===== config.mk =====
export PLATFORM = sky130hd
export DESIGN_NAME = rf_2r1w_sync
export DESIGN_NICKNAME = d
export VERILOG_FILES = /design/src/rtl/rf_2r1w_sync.sv
export SDC_FILE = /design/constraint.sdc
export NUM_CORES = 1
export LEC_CHECK = 0
export BUFFER_PORTS_ARGS = -buffer_cell sky130_fd_sc_hd__buf_2
export CAP_MARGIN = 0
export CORE_MARGIN = 2
export CORE_UTILIZATION = 30
export DETAILED_ROUTE_END_ITERATION = 6
export SETUP_SLACK_MARGIN = 0.3
export SLEW_MARGIN = 20
export SYNTH_ARGS = -nofsm -noshare
export SYNTH_HDL_FRONTEND = slang
export SYNTH_SLANG_ARGS = --single-unit

===== constraint.sdc =====
create_clock -name clk -period 1.4 [get_ports clk]
set_input_delay 0.07 -clock clk [delete_from_list [all_inputs] [get_ports clk]]
set_output_delay 0.07 -clock clk [all_outputs]
set_load 0.01 [all_outputs]

===== src/rtl/rf_2r1w_sync.sv =====
// Two-read, one-write register file with registered read ports, optional write-to-read bypass,
// synchronous clear-all and a read-valid strobe. Define RF_ZERO_REG_EN to hardwire register 0 to zero.
module rf_2r1w_sync #(
    parameter int DW     = 4,
    parameter int AW     = 2,
    parameter int BYPASS = 1
) (
    input  logic          clk,
    input  logic          reset,
    input  logic          re,
    input  logic [AW-1:0] ra,
    input  logic [AW-1:0] rb,
    input  logic          we,
    input  logic [AW-1:0] wa,
    input  logic [DW-1:0] wd,
    input  logic          clr,
    output logic [DW-1:0] a,
    output logic [DW-1:0] b,
    output logic          rvalid
);

    localparam int DEPTH = 1 << AW;

    logic [DW-1:0] regs [DEPTH];
    logic          wr_en;
    logic [DW-1:0] a_next;
    logic [DW-1:0] b_next;

    // clr wins over a same-cycle write; with a zero register, writes to entry 0 are discarded
`ifdef RF_ZERO_REG_EN
    assign wr_en = we && !clr && (wa != '0);
`else
    assign wr_en = we && !clr;
`endif

    always_ff @(posedge clk or posedge reset) begin
        if (reset) begin
            for (int i = 0; i < DEPTH; i++) begin
                regs[i] <= '0;
            end
        end else if (clr) begin
            for (int i = 0; i < DEPTH; i++) begin
                regs[i] <= '0;
            end
        end else if (wr_en) begin
            regs[wa] <= wd;
        end
    end

    always_comb begin
        a_next = regs[ra];
        b_next = regs[rb];
        if ((BYPASS != 0) && wr_en) begin
            if (wa == ra) begin
                a_next = wd;
            end
            if (wa == rb) begin
                b_next = wd;
            end
        end
`ifdef RF_ZERO_REG_EN
        if (ra == '0) begin
            a_next = '0;
        end
        if (rb == '0) begin
            b_next = '0;
        end
`endif
        // a read issued alongside clr sees the cleared file
        if (clr) begin
            a_next = '0;
            b_next = '0;
        end
    end

    always_ff @(posedge clk or posedge reset) begin
        if (reset) begin
            a      <= '0;
            b      <= '0;
            rvalid <= 1'b0;
        end else begin
            rvalid <= re;
            if (re) begin
                a <= a_next;
                b <= b_next;
            end
        end
    end

endmodule


==> flow_summary.yaml <==
global_route:
  antenna_violations_before_repair: 0
  gr-total-overflow: 0
  grt_start_max_net_pins: 26
  vias_in_the_first_global_route: 1089
  first_pass_grt_wire_length_um: 5090
  gr-usage-all-layers_pct: 12.4
setup_path:
  worstPathBufferInverterCount: 0
  timing.critical_path.depth: 3
  req_time_crit_path_ps: 1540
  critPathLaunchType: "flop"
  slowest_delay_ps: 510
  path_max_fanout: 3
  r2r_cells: 3
  worst-setup-path-type: "reg -> reg"
  critical_path.slowest_cell: "sky130_fd_sc_hd__mux4_2"
  crit_path_cell_trace: "mux4_2 > o311ai_4 > o221ai_2"
  cell_class_contributing_the_biggest_share_of_worst_path_delay: "multiplexers"
  arrival_ps: 1410
  worstSetupEndpointType: "flop"
yosys:
  synth-simple-area-share_pct: 10.7
  ys_warn_count: 0
  post_synthesis_adder_cell_area_fraction_pct: 0
  syn-num-nets: 130
  avgSynthCellArea_um2: 12.2
  ys_ff_latch: 25
  dominant_combinational_cell_family_by_area_after_synthesis: "multiplexers"
  synth.area.mux_share_pct: 24.2
  xor_and_xnor_fraction_of_the_mapped_netlist_area_pct: 2.49
  ys_seq_area_share_pct: 44.5
  synth.area.top_cells: "sky130_fd_sc_hd__dfrtp_1, sky130_fd_sc_hd__mux4_2, sky130_fd_sc_hd__mux2i_1"
  synth_top_cell_by_area: "sky130_fd_sc_hd__dfrtp_1"
  syn_area_um2: 1410
  synth-compound-area-share_pct: 11.8
  yosysUniqueCellTypes: 19
  post_synth_inst_count: 115
  post-synth-top-area-fraction_pct: 44.5
placement:
  dp.cells: 185
  gp_congestion: 0.821
  placement.io_buffers: 23
  detailed_place_hpwl_um: 2300
sta:
  max-slew-margin-rel_pct: 57.0
  fin_worst_skew_ps: 2.07
  report.final.hold_viol_count: 0
  worst_pin_slew_ps: 643
  totalNegativeSetupSlack_ps: 0
  period_share_pct: 90.8
  timing.final.crit_period_ps: 1270
  setup-violations-final: 0
  timing.final.max_slew_violations: 0
  rsz0062_at_grt: "yes"
  fmax_mhz: 787
power:
  p_switching_mw: 0.390
  vdd.ir_drop.worst_mv: 0.353
  power.clock.fraction_pct: 29.4
  share_comb_of_total_power_pct: 17.7
  p_int_mw: 1.06
  leakagePower_nw: 0.805
  pwr_density_cell_nw_per_um2: 836
  pwr-share-seq_pct: 52.9
  power_switching_share_pct: 27.0
detailed_routing:
  drtAntennaViolNets: 0
  drt_iter0_markers: 48
  drc: 0
  drt-vias-per-instance: 5.22
  detailedRoute.firstPassIterationCount: 4
  routed_wl_um: 3030
  routedWlPerCell_um: 15.5
  num_vias: 1024
die:
  chipHeight_um: 72.4
  floorplan.rows: 24
  start_util_pct: 31.6
  io_pins: 24
  floorplan.die_area_um2: 5250
  die_x_um: 72.4
  core_area_um2: 4440
finish:
  fillers: 433
  fin_nets: 160
  layout.cells.most_common: "sky130_fd_sc_hd__dfrtp_1"
  antennaDiodeCount: 0
  layout.cells.most_common_list: "sky130_fd_sc_hd__dfrtp_1, sky130_fd_sc_hd__buf_2, sky130_fd_sc_hd__mux2i_1, sky130_fd_sc_hd__nor2_1, sky130_fd_sc_hd__buf_4"
  final-instance-count-excl-fill: 196
  post_route_cells_drive_above_1_share_pct: 41.7
  layout.area.seq_um2: 626
  multi_input_area_um2: 759
  areaGrowthSynthToFinish_pct: 23.1
clocking:
  tritoncts_num_sinks: 25
  cts_max_level: 1
  tritoncts_clock_tree: "yes"
  insertion_delay_ps: 260
  clk_pin_slew_ps: 90
  cts_buffer_depth: 2
  clock_tree_root_buffer_cell: "sky130_fd_sc_hd__clkbuf_8"
  number_of_buffers_created_by_cts: 3
hold_path:
  hold_class: "in -> reg"
  worst_hold_path.num_cells: 1
job:
  max-cap-violations: 0
outcome:
  run_status: "complete, no violations"
-- power groups by stage --
stage,clock (mW),sequential [mW],combinational (mW)
6_report,0.425,0.764,0.256
5_1_grt,0.470,0.767,0.280
2_1_floorplan,0,0.780,0.158
3_5_place_dp,0,0.778,0.234
4_1_cts,0.441,0.764,0.242
3_3_place_gp,0,0.776,0.230
-- per-stage QoR --
stage	setup WS [ps]	hold WS (ps)	area, um^2	power [mW]	util, %
2_1_floorplan	218	97.3	1430	0.938	-
3_3_place_gp	136	131	1580	1.01	35.6
3_5_place_dp	125	145	1580	1.01	35.6
4_1_cts	122	31.9	1660	1.45	37.4
5_1_grt	88.7	40.6	1730	1.52	38.9
6_report	129	45.2	1730	1.44	38.9
-- routing by layer --
layer	up-vias	share of wire (%)	track usage, %
met5	-	0	0
met4	0	1.3	4.32
met3	4	4.5	2.50
met2	24	53	22.9
met1	510	41	14.2
li1	486	-	-
-- state kept, by name (all words and copies together) (netlist names) --
register / cells
regs: 16
a: 4
b: 4
rvalid: 1
-- path summary, 6_finish.rpt --
check                           slack (ps)  endpoint    start
worst min-delay path                    50    rvalid       re
worst max register to register         130      a[3]  regs[3]
min in group asynchronous              390      b[3]    reset
max in group asynchronous              770      b[1]    reset
worst max-delay path                   130      a[3]  regs[3]
worst min register to register         550   regs[0]  regs[0]
-- timing repair --
action / in CTS / in global routing
gates cloned: 0 / 0
hold buffers: 1 / 0
gates resized for setup: 1 / 5
endpoints found under the hold margin: 25 / 0
setup buffers: 2 / 4
endpoints found under the setup margin: 8 / 8
-- synthesized netlist by cell type (all sizes together) --
cell type,number
xor2,4
dfrtp,25
nor3b,1
nand2,4
nor2,16
nand3,1
mux2i,16
o311ai,8
clkbuf,2
mux4,8
or3,2
nand3b,2
nand2b,1
inv,9
buf,7
o221ai,8
nor2b,1
-- area by class of cell --
cell class	instances	share of cell area, %
clock buffers	4	2.60
well taps	52	3.76
repair buffers	34	11.6
flip-flops and latches	25	36.2
multi-input cells	72	43.9
inverters	9	1.95
-- cells by family (layout without fill, tap and decap cells) --
logic type | count (synthesis) | in the layout
simple gates | 28 | 28
flops | 25 | 25
buf+inv | 18 | 47
mux | 24 | 24
xor+xnor | 4 | 4
compound gates | 16 | 16
Note: power is estimated with default switching activity, not from simulation.
